`config.mk`:
```
export PLATFORM = sky130hd
export DESIGN_NAME = lsu_mem_port
export DESIGN_NICKNAME = d
export VERILOG_FILES = /design/src/rtl/lsu_pkg.sv /design/src/rtl/lsu_tag_fifo.sv /design/src/rtl/lsu_mem_port.sv
export SDC_FILE = /design/constraint.sdc
export NUM_CORES = 1
export LEC_CHECK = 0
export ABC_AREA = 1
export BUFFER_PORTS_ARGS = -buffer_cell sky130_fd_sc_hd__buf_2
export CAP_MARGIN = 10
export CORE_ASPECT_RATIO = 1.4
export CORE_UTILIZATION = 41
export CTS_CLUSTER_DIAMETER = 120
export CTS_CLUSTER_SIZE = 12
export DETAILED_ROUTE_END_ITERATION = 16
export HOLD_SLACK_MARGIN = 0.03
export PLACE_DENSITY = 0.74
export SYNTH_ARGS = -nofsm -noshare
export SYNTH_HDL_FRONTEND = slang
export SYNTH_SLANG_ARGS = --single-unit
```
`constraint.sdc`:
```
create_clock -name clk -period 5.96 [get_ports clk]
set_clock_uncertainty 0.2 [all_clocks]
set_input_delay 1.49 -clock clk [delete_from_list [all_inputs] [get_ports clk]]
set_output_delay 1.49 -clock clk [all_outputs]
set_load 0.01 [all_outputs]
```
`src/rtl/lsu_pkg.sv`:
```
// lsu_pkg: shared access-size type and lane helpers for the load/store port
package lsu_pkg;

    typedef enum logic [1:0] {SZ_B, SZ_H, SZ_W, SZ_D} size_e;

    function automatic logic [7:0] be_mask(size_e size, logic [2:0] off);
        return size == SZ_B ? 8'h01 << off :
               size == SZ_H ? 8'h03 << off :
               size == SZ_W ? 8'h0F << off : 8'hFF;
    endfunction

    // Works on a 64-bit view; 32-bit callers truncate the result.
    function automatic logic [63:0] extract(logic [63:0] rdata, size_e size, logic sext, logic [2:0] off);
        logic [63:0] s;
        s = rdata >> {off, 3'b000};
        return size == SZ_B ? {{56{sext & s[7]}}, s[7:0]} :
               size == SZ_H ? {{48{sext & s[15]}}, s[15:0]} :
               size == SZ_W ? {{32{sext & s[31]}}, s[31:0]} : s;
    endfunction

endpackage

```
`src/rtl/lsu_tag_fifo.sv`:
```
// lsu_tag_fifo: in-order tag store for outstanding loads
module lsu_tag_fifo #(
    parameter int W     = 8,
    parameter int DEPTH = 4
) (
    input  logic         clk,
    input  logic         rst_n,
    input  logic         push,
    input  logic         pop,
    input  logic [W-1:0] din,
    output logic [W-1:0] dout,
    output logic         full,
    output logic         empty
);
    localparam int PW = $clog2(DEPTH);
    localparam int CW = PW + 1;

    logic [W-1:0]  mem [DEPTH];
    logic [PW-1:0] wptr, rptr;
    logic [CW-1:0] cnt;
    logic          push_ok, pop_ok;

    assign full    = cnt == CW'(DEPTH);
    assign empty   = cnt == '0;
    assign push_ok = push & !full;
    assign pop_ok  = pop & !empty;
    assign dout    = mem[rptr];

    always_ff @(posedge clk or negedge rst_n) begin
        if (!rst_n) begin
            wptr <= '0;
            rptr <= '0;
            cnt  <= '0;
            for (int i = 0; i < DEPTH; i++) mem[i] <= '0;
        end else begin
            if (push_ok) begin
                mem[wptr] <= din;
                wptr      <= wptr + 1'b1;
            end
            if (pop_ok) rptr <= rptr + 1'b1;
            cnt <= cnt + CW'(push_ok) - CW'(pop_ok);
        end
    end

endmodule

```
`src/rtl/lsu_mem_port.sv`:
```
// lsu_mem_port: pipelined load/store port with in-order responses, posted stores and drain
module lsu_mem_port
    import lsu_pkg::*;
#(
    parameter int DATA_W    = 32,
    parameter int ADDR_W    = 32,
    parameter int REG_W     = 5,
    parameter int MAX_OUTST = 4
) (
    input  logic                clk,
    input  logic                rst_n,
    input  logic                m_valid,
    input  logic                m_wr,
    input  logic [1:0]          m_size,
    input  logic                m_sext,
    input  logic [ADDR_W-1:0]   m_addr,
    input  logic [DATA_W-1:0]   m_wdata,
    input  logic [REG_W-1:0]    m_rd,
    output logic                m_stall,
    output logic                misalign,
    output logic                bus_req,
    output logic                bus_we,
    output logic [ADDR_W-1:0]   bus_addr,
    output logic [DATA_W-1:0]   bus_wdata,
    output logic [DATA_W/8-1:0] bus_be,
    input  logic                bus_gnt,
    input  logic                bus_rvalid,
    input  logic [DATA_W-1:0]   bus_rdata,
    output logic                wb_valid,
    output logic [REG_W-1:0]    wb_rd,
    output logic [DATA_W-1:0]   wb_data,
    input  logic                drain_req,
    output logic                drain_done
);
    localparam int BE_W  = DATA_W / 8;
    localparam int OFF_W = $clog2(BE_W);
    localparam int TAG_W = REG_W + 3 + OFF_W;

    size_e             sz;
    logic              legal, full, empty, push, pop, t_sx;
    logic [OFF_W-1:0]  off, t_off;
    logic [TAG_W-1:0]  tag;
    logic [REG_W-1:0]  t_rd;
    logic [1:0]        t_sz;

    assign sz    = size_e'(m_size);
    assign off   = m_addr[OFF_W-1:0];
    assign legal = sz == SZ_B
                || (sz == SZ_H && !m_addr[0])
                || (sz == SZ_W && m_addr[1:0] == 2'b00)
                || (sz == SZ_D && DATA_W == 64 && m_addr[2:0] == 3'b000);

    // A full tag FIFO blocks loads even when a response pops this cycle.
    assign bus_req  = m_valid & legal & !drain_req & !(!m_wr & full);
    assign m_stall  = m_valid & legal & !(bus_req & bus_gnt);
    assign misalign = m_valid & !legal;
    assign bus_we   = bus_req & m_wr;
    assign bus_addr = {m_addr[ADDR_W-1:OFF_W], {OFF_W{1'b0}}};
    assign bus_be   = bus_req ? BE_W'(be_mask(sz, 3'(off))) : '0;
    assign bus_wdata = sz == SZ_B ? {BE_W{m_wdata[7:0]}} :
                       sz == SZ_H ? {(BE_W/2){m_wdata[15:0]}} :
                       sz == SZ_W ? {(DATA_W/32){m_wdata[31:0]}} : m_wdata;

    assign push = bus_req & bus_gnt & !m_wr;
    assign pop  = bus_rvalid & !empty;
    assign {t_rd, t_sz, t_sx, t_off} = tag;

    lsu_tag_fifo #(.W(TAG_W), .DEPTH(MAX_OUTST)) u_fifo (
        .clk   (clk),
        .rst_n (rst_n),
        .push  (push),
        .pop   (pop),
        .din   ({m_rd, m_size, m_sext, off}),
        .dout  (tag),
        .full  (full),
        .empty (empty)
    );

    always_ff @(posedge clk or negedge rst_n) begin
        if (!rst_n) begin
            wb_valid   <= 1'b0;
            wb_rd      <= '0;
            wb_data    <= '0;
            drain_done <= 1'b0;
        end else begin
            wb_valid   <= pop;
            drain_done <= drain_req & empty & !wb_valid;
            if (pop) begin
                wb_rd   <= t_rd;
                wb_data <= DATA_W'(extract(64'(bus_rdata), size_e'(t_sz), t_sx, 3'(t_off)));
            end
        end
    end

endmodule

```
; ---- Word level (Yosys, flattened, before mapping)
; Index checks and enable logic that the tools add are counted.
[totals]
register_bits = 86
out_inout_bits = 111
elab_cells = 76
[op_classes]
addsub = 4
magnitude_cmp = 3
n_eq_ne = 4
shift = 4
muxes = 14
bitwise_logic = 18
n_reduce_logical = 18
[op_table]
columns = op, n
row1 = 2-to-1 mux 32 bit, 4
row2 = right shift 32 x 5 -> 64 bit, 1
row3 = bitwise mux 40 bit, 1
row4 = 2-to-1 mux 10 bit, 3
row5 = binary-select mux 10 bit (select 2 bit), 1
row6 = demux 10 bit (select 2 bit), 1
row7 = bitwise AND 1 bit, 16
row8 = 2-to-1 mux 4 bit, 4
row9 = zero test 1 bit, 9
row10 = "greater-or-equal comparator 3 bit, second input constant", 2
row11 = zero test 2 bit, 3
row12 = NOT 2 -> 3 bit, 2
row13 = "adder 2 x 1 -> 2 bit, second input constant", 2
row14 = "equality test 2 x 1 -> 1 bit, second input constant", 2
row15 = "left shift 1 x 2 -> 4 bit, first input constant", 1
row16 = "left shift 2 x 2 -> 4 bit, first input constant", 1
row17 = "left shift 4 x 2 -> 4 bit, first input constant", 1
row18 = adder 3 x 1 -> 3 bit, 1
row19 = "equality test 3 bit, second input constant", 1
row20 = logical AND 1 bit, 3
row21 = zero test 3 bit, 1
row22 = "less-than comparator 3 x 1 -> 1 bit, second input constant", 1
row23 = subtractor 3 x 1 -> 3 bit, 1
row24 = "equality test 2 bit, second input constant", 1
row25 = logical OR 1 bit, 2

; ---- Longest topological paths before layout
; Gate-level depths: netlist of the first run.
[depth]
depth_word = 12
ltp_mapped = 12
mapped_depth_nobuf = 10

; ---- By module
; Synthesis of the first run repeated with hierarchy kept, for this count alone.
[unflattened]
hier_cells = 737
hier_area_um2 = 5383.9
[by_module_without_submodules]
columns = module, n_inst, cells_each, area_per_inst_um2, seq_area_each_um2
row1 = lsu_mem_port, 1, 444, 2951.6, 975.9
row2 = lsu_tag_fifo, 1, 293, 2432.3, 1176.1

; ---- Worst setup path after synthesis of the first run
; OpenSTA, ideal clock, no wires.
[synth_path]
path_kind = input to output
from = input port m_addr[1]
to = output port bus_be[1]
t_arrival_ps = 2827
path_slack_ps = 1443
path_stages = 8
path_cell_list = inv_1 -> ha_1 -> o21ai_1 -> o21ai_1 -> nand2_2 -> nor2_1 -> inv_1 -> a311oi_1
[synth_via]
elab_chain_cells = 7
elab_cells_between_ends = 13
cone_classes = shift: 3 / mux: 4 / bitwise: 3 / reduce/logical: 3
[synth_rtl]
columns = item, line
row1 = from (decl), lsu_mem_port.sv:16  ; input logic [ADDR_W-1:0] m_addr,
row2 = zero test 2 bit, lsu_mem_port.sv:50  ; || (sz == SZ_W && m_addr[1:0] == 2'b00)
row3 = logical AND 1 bit, lsu_mem_port.sv:50
row4 = logical OR 1 bit, lsu_mem_port.sv:50
row5 = bitwise AND 1 bit (3 in series), lsu_mem_port.sv:54  ; assign bus_req = m_valid & legal & !drain_req & !(!m_wr & full);
row6 = net bus_req, lsu_mem_port.sv:21  ; output logic bus_req,
row7 = 2-to-1 mux 4 bit, lsu_mem_port.sv:59  ; assign bus_be = bus_req ? BE_W'(be_mask(sz, 3'(off))) : '0;
row8 = to (decl), lsu_mem_port.sv:25  ; output logic [DATA_W/8-1:0] bus_be,
; The timed path passes the listed nets, and every way through them passes these cells.

; ---- Worst setup path in the final report of the first run
[layout_path]
from = input port m_addr[1]
to = output port bus_be[2]
[layout_via]
elab_chain_cells = 7
elab_cells_between_ends = 13
cone_classes = shift: 3 / mux: 4 / bitwise: 3 / reduce/logical: 3
[layout_rtl]
columns = item, line
row1 = zero test 2 bit, lsu_mem_port.sv:50
row2 = logical AND 1 bit, lsu_mem_port.sv:50
row3 = logical OR 1 bit, lsu_mem_port.sv:50
row4 = bitwise AND 1 bit (3 in series), lsu_mem_port.sv:54
row5 = 2-to-1 mux 4 bit (*), lsu_mem_port.sv:59
; Mark *: on every way between the ends. The rest lies on a longest branch, timed or not.

==> impl_metrics.yaml, run 1 <==
status:
  status: "finished, final reports clean"
detailed_routing:
  dr_total_vias: 4824
  postRouteAntennaNets: 0
  firstDrtPassIters: 5
  route.met2.wl_um: 6770
  viasPerCell: 5.16
  drtIter0Drc: 187
  wl_um: 13300
  wl_met1_um: 5140
  routed.top_layer: "met4"
  wl_met3_um: 865
  drc: 0
  wl_per_cell_um: 14.2
layout:
  fin_area_um2: 5910
  drive_above_1_share_pct: 25.5
  fill_cells: 1299
  multi_input_area_um2: 2280
  seqCellArea_um2: 2150
  n_antenna_cell: 0
  fin_nets: 902
  stdcell_count: 935
  syn_to_final_growth_pct: 15.1
pwr:
  p_leak_nw: 3.15
  cellPowerDensity_nw_per_um2: 478
  ir_drop_mv: 0.164
  finalPower_w: 0.00283
clock_network:
  clk_path_buf_depth: 2
  h-tree-depth: 3
  clk_latency_ns: 0.34
  cts_buffers: 9
  postCtsHoldBufs: 0
  cts_tree: "built"
  ctsResizeCount: 0
  cts.sinks: 86
  post_cts_buffers: 0
  cts_root_buffer: "clkbuf_16"
  clk_pin_slew_worst_paths_ns: 0.07
logic_synthesis:
  ys_ff_latch: 86
  synth_top_cell_by_area: "dfrtp_1"
  syn_area_um2: 5130
  ys_seq_area_share_pct: 41.9
  synth_area_leaders: "dfrtp_1 (42%), nand2_1 (15%), buf_4 (6.7%)"
  async_flop_share_pct: 100
  synth_edf_count: 0
  synth_cell_types: 34
  synthCells: 684
  synth_flop_cell: "dfrtp_1"
  yosys_warnings: 0
  avgSynthCellArea_um2: 7.50
  yosysTopAreaCellShare_pct: 41.9
floorplan:
  ios: 222
  fp.dieW_um: 96.6
  die_h_um: 134
  core_area_um2: 12300
  start_util_pct: 41.9
  rows: 48
  dieArea_um2: 13000
grt:
  antenna_found_initial: 0
  grt_pass1_wl_um: 21200
  grt_use_total_pct: 21.4
  grt-ovfl-total: 0
  grt_pass1_vias: 4516
  grt_max_degree: 50
critical_path:
  cp-start-kind: "primary input"
  critPathMaxFanout: 7
  cp.arrival_ns: 3.21
  cp.required_ns: 4.27
  end_kind: "primary output"
  r2r_slack_ns: 2.55
  critPathKind: "primary input to primary output"
place:
  dp_hpwl_um: 9610
  port_buffers: 159
  place_area_um2: 5630
  gp_congestion: 0.849
  dpl.cell_count: 919
sta:
  rsz0062_at_grt: "false"
  fmax_mhz: 204
  finalCritPeriodShare_pct: 82.3
  period_needed_ns: 4.90
  hold_viol: 0
  maxSlewHeadroom_pct: 38.2
  setup-tns-final_ns: 0
  tightest_slew_ns: 0.924
  hold_ws_ns: 0.233
  setup_viol: 0
  slew_violations: 0
worst_hold_path:
  worstHoldPathType: "register to register"
job:
  drv_cap: 0
[cells in the final DEF (no fill, tap or decap)]
cell and instances:
a21oi_1 27, a21oi_4 1, a311oi_1 2, a31oi_1 6, buf_2 158, buf_4 3
clkbuf_16 9, clkinv_4 2, clkinvlp_4 3, conb_1 2, dfrtp_1 86, fa_1 1
ha_1 10, inv_1 45, inv_2 6, inv_6 2, nand2_1 199, nand2_2 7
nand3_1 43, nand3_2 3, nand3_4 1, nand3b_1 1, nand4_1 10, nor2_1 59
nor2_2 1, nor2_4 1, nor3_1 2, nor4_4 1, o211ai_1 14, o21ai_0 33
o21ai_1 40, o21ai_2 2, o22ai_1 1, xnor2_1 1, xor2_1 3
[power breakdown]
| part | internal [W] | switching, W | total (W) | leakage (nW) |
|---|---|---|---|---|
| sequential | 0.000836 | 0.000168 | 0.00100 | 1.08 |
| clock | 0.000287 | 0.000251 | 0.000538 | 0.129 |
| combinational | 0.000467 | 0.000819 | 0.00129 | 1.94 |
| total | 0.00159 | 0.00124 | 0.00283 | 3.15 |
[per-stage QoR]
step	worst slack (ns)	utilization [%]
after floorplan	1.44	-
after global placement	1.11	45.9
after detailed placement	1.09	45.9
after CTS	1.07	48.2
after global routing	0.806	48.2
final	1.06	48.2
[logic make-up after synthesis]
kind of cell / Yosys count / share of synthesized area (%)
AOI/OAI and AO/OA: 126 / 13.7
xor gates and xnor gates: 4 / 0.683
adders and majority gates: 11 / 2.83
buffers and inverters: 128 / 13.7
DFF: 86 / 41.9
other: 1 / 0.0731
and+or+nand+nor: 328 / 27.2
[synth_stat cells (2+ instances only)]
cell type  number
nand2_1       199
dfrtp_1        86
nor2_1         59
buf_4          46
inv_1          45
nand3_1        43
o21ai_1        40
o21ai_0        33
a21oi_1        27
buf_2          15
o211ai_1       14
ha_1           10
nand4_1        10
clkbuf_1        9
nand2_2         7
a31oi_1         6
inv_2           6
buf_6           4
buf_1           3
nand3_2         3
xor2_1          3
a311oi_1        2
nor3_1          2
o21ai_2         2
[final timing paths]
check	from	end	cells after the start
min	wb_valid$_DFF_PN0_	drain_done$_DFF_PN0_	1
min in group asynchronous	rst_n	wb_rd[0]$_DFFE_PN0P_	1
max in group asynchronous	rst_n	u_fifo.rptr[0]$_DFFE_PN0P_	2
max reg2reg	u_fifo.rptr[0]$_DFFE_PN0P_	wb_data[27]$_DFFE_PN0P_	9
max	m_addr[1]	bus_be[2]	10
min reg2reg	wb_valid$_DFF_PN0_	drain_done$_DFF_PN0_	1
[registers in the layout, summed over array words and instances, names as in the netlist]
signal,count
u_fifo.cnt,3
u_fifo.wptr,2
wb_data,32
u_fifo.rptr,2
wb_valid,1
drain_done,1
wb_rd,5
u_fifo.mem,40
[area by class of cell]
type,instances,area share (%)
clock buffer,9,3.81
clock inverter,7,0.974
inverter,51,3.24
multi-input combinational,471,38.6
sequential,86,36.4
tap,150,3.18
timing repair buffer,161,13.8
[worst max-delay path, stage by stage]
cell	delay, ns
buf_2	0.12
inv_1	0.17
ha_1	0.21
o21ai_1	0.08
o21ai_1	0.13
nand2_2	0.11
nor2_1	0.27
inv_1	0.13
a311oi_1	0.31
buf_2	0.20
[per-layer routing]
metal / vias to the layer above / GRT usage, %
li1: 2370 / -
met1: 2201 / 23.2
met2: 205 / 38.7
met3: 48 / 3.12
met4: 0 / 11.7
met5: - / 0
Power figures use the tool's default switching activity.
==> run 2, diff against run 1 <==
--- a/config.mk
+++ b/config.mk
@@ -5,7 +5,7 @@
 export SDC_FILE = /design/constraint.sdc
 export NUM_CORES = 1
 export LEC_CHECK = 0
-export ABC_AREA = 1
+export ABC_AREA = 0
 export BUFFER_PORTS_ARGS = -buffer_cell sky130_fd_sc_hd__buf_2
 export CAP_MARGIN = 10
 export CORE_ASPECT_RATIO = 1.4
@@ -14,7 +14,7 @@
 export CTS_CLUSTER_SIZE = 12
 export DETAILED_ROUTE_END_ITERATION = 16
 export HOLD_SLACK_MARGIN = 0.03
-export PLACE_DENSITY = 0.74
+export PLACE_DENSITY = 0.77
 export SYNTH_ARGS = -nofsm -noshare
 export SYNTH_HDL_FRONTEND = slang
 export SYNTH_SLANG_ARGS = --single-unit
==> constraint.sdc (replaced) <==
create_clock -name clk -period 4.1 [get_ports clk]
set_clock_uncertainty 0.2 [all_clocks]
set_input_delay 1.025 -clock clk [delete_from_list [all_inputs] [get_ports clk]]
set_output_delay 1.025 -clock clk [all_outputs]
set_load 0.01 [all_outputs]
==> impl_metrics.yaml, run 2 <==
status:
  status: "finished, final reports clean"
layout:
  n_antenna_cell: 0
  drive_above_1_share_pct: 44.1
  regMostFlops: "u_fifo.mem"
  fin_nets: 691
  fin_area_um2: 5920
  syn_to_final_growth_pct: 18.1
  largestRegisters: "u_fifo.mem (40), wb_data (32), wb_rd (5)"
  final_core_util_pct: 49.8
  largest_reg_flops: 40
  final_cell_mix: "buf_2 (158), dfrtp_1 (86), nand2_1 (63)"
  final_common_cell: "buf_2"
logic_synthesis:
  async_flop_share_pct: 100
  ys_seq_area_share_pct: 42.9
  synth_area_leaders: "dfrtp_1 (43%), mux2_2 (13%), buf_4 (6.0%)"
  yosysTopAreaCellShare_pct: 42.9
  synth_common_cells: "dfrtp_1 (86), nand2_1 (63), mux2_2 (60), buf_4 (40), mux2i_1 (28)"
  synthCells: 455
  ys_ff_latch: 86
  synth_edf_count: 0
  synth_flop_cell: "dfrtp_1"
  syn_area_um2: 5010
  synth_cell_types: 38
  synth_top_cell_by_area: "dfrtp_1"
  yosys_warnings: 0
  avgSynthCellArea_um2: 11.0
  synthMostInstantiatedCell: "dfrtp_1"
sta:
  slew_violations: 0
  tightest_slew_ns: 1.09
  rsz0062_at_grt: "false"
  period_needed_ns: 3.88
  maxSlewHeadroom_pct: 27.2
  hold_ws_ns: 0.233
  finalCritPeriodShare_pct: 94.6
  fmax_mhz: 258
  hold_viol: 0
  setup_viol: 0
  setup-tns-final_ns: 0
floorplan:
  die_h_um: 133
  rows: 47
  core_area_um2: 11900
  dieArea_um2: 12700
  fp.dieW_um: 95.4
  start_util_pct: 42.2
  ios: 222
critical_path:
  cp-start-kind: "primary input"
  cp.arrival_ns: 2.66
  cpPeakStageDelay_ns: 0.35
  end_kind: "primary output"
  r2r-start: "u_fifo.rptr[1]$_DFFE_PN0P_"
  startpoint: "m_addr[0]"
  crit_path_top_delay_cell: "a311oi_1"
  worstPathCellList: "buf_2 > inv_1 > ha_1 > nand2b_1 > a211oi_1 > o21ai_0 > a311oi_1 > buf_2"
  cp.required_ns: 2.87
  critPathMostFrequentCell: "buf_2"
  critPathKind: "primary input to primary output"
  critPathMaxFanout: 8
pwr:
  p_leak_nw: 3.06
  p_seq_share_pct: 36.8
  p_clk_share_pct: 21.6
  finalPower_w: 0.00360
  cellPowerDensity_nw_per_um2: 608
  ir_drop_mv: 0.209
  internal_power_w: 0.00224
  pwr-share-comb_pct: 41.6
  power.switching_w: 0.00135
  switching_share_pct: 37.6
job:
  drv_cap: 0
detailed_routing:
  wl_um: 13100
  dr_total_vias: 4004
  postRouteAntennaNets: 0
  firstDrtPassIters: 4
  drc: 0
  viasPerCell: 5.55
  wl_per_cell_um: 18.1
  drtIter0Drc: 147
grt:
  grt_use_total_pct: 21.1
  grt_max_degree: 87
  grt-ovfl-total: 0
  grt_pass1_wl_um: 20400
  antenna_found_initial: 0
  grt_pass1_vias: 4090
clock_network:
  cts_root_buffer: "clkbuf_16"
  post_cts_buffers: 0
  cts_buffers: 9
  postCtsHoldBufs: 0
  ctsResizeCount: 0
  h-tree-depth: 3
  cts.sinks: 86
  clk_latency_ns: 0.34
  clk_pin_slew_worst_paths_ns: 0.06
  cts_tree: "built"
  clk_path_buf_depth: 2
worst_hold_path:
  worstHoldPathType: "register to register"
  min-delay-start: "wb_valid$_DFF_PN0_"
place:
  place_area_um2: 5630
  gp_congestion: 0.867
  dp_hpwl_um: 9690
  port_buffers: 159
run 2: critical path: cells and delay by family:
| kind | cells | cell delay (ns) |
|---|---|---|
| fa+ha+maj | 1 | 0.17 |
| buf+inv | 3 | 0.44 |
| compound gates | 3 | 0.92 |
| simple gates | 1 | 0.09 |
run 2: logic make-up (layout without fill, tap and decap cells):
| group | after synthesis | count (layout) | synth area share (%) |
|---|---|---|---|
| AO/OA/AOI/OAI | 75 | 75 | 11.3 |
| XOR/XNOR | 5 | 5 | 0.874 |
| adder cells (fa/ha/maj) | 11 | 11 | 2.90 |
| buffers and inverters | 81 | 199 | 9.56 |
| flip-flops | 86 | 86 | 42.9 |
| multiplexers | 99 | 99 | 24.0 |
| other | 1 | 2 | 0.0748 |
| AND/OR/NAND/NOR | 97 | 97 | 8.31 |
run 2: worst paths after layout:
check	endpoint	slack, ns	cells after the start
max in group asynchronous	wb_data[0]$_DFFE_PN0P_	2.32	1
hold reg to reg	drain_done$_DFF_PN0_	0.23	1
setup reg to reg	wb_data[14]$_DFFE_PN0P_	1.22	4
min in group asynchronous	u_fifo.mem[17]$_DFFE_PN0P_	0.69	1
setup / recovery	bus_be[1]	0.22	8
hold / removal	drain_done$_DFF_PN0_	0.23	1
run 2: layer usage:
layer	wire, µm	global-route usage (%)
met2	6920	37.7
met5	0	0
met3	877	4.37
met1	4760	22.6
met4	517	11.5
run 2: layout make-up:
| class | instances | area [µm²] |
|---|---|---|
| clock inverter | 5 | 41.3 |
| sequential | 86 | 2150 |
| multi-input combinational | 289 | 2380 |
| timing repair buffer | 166 | 851 |
| fill | 1078 | 5960 |
| inverter | 17 | 63.8 |
| clock buffer | 11 | 243 |
| tap | 147 | 184 |
run 2: power groups by stage:
stage / registers [W] / clock network (W) / logic (W)
final: 0.00132 / 0.000775 / 0.00150
after global routing: 0.00137 / 0.000821 / 0.00164
after CTS: 0.00133 / 0.000800 / 0.00151
after detailed placement: 0.00134 / 0 / 0.00150
after global placement: 0.00131 / 0 / 0.00144
after floorplan: 0.00130 / 0 / 0.00112
run 2: metrics by stage:
stage	worst slack (ns)	std cells
floorplan	0.594	456
global placement	0.323	705
detailed placement	0.203	705
CTS	0.196	721
global route	0.0464	721
finish	0.220	721
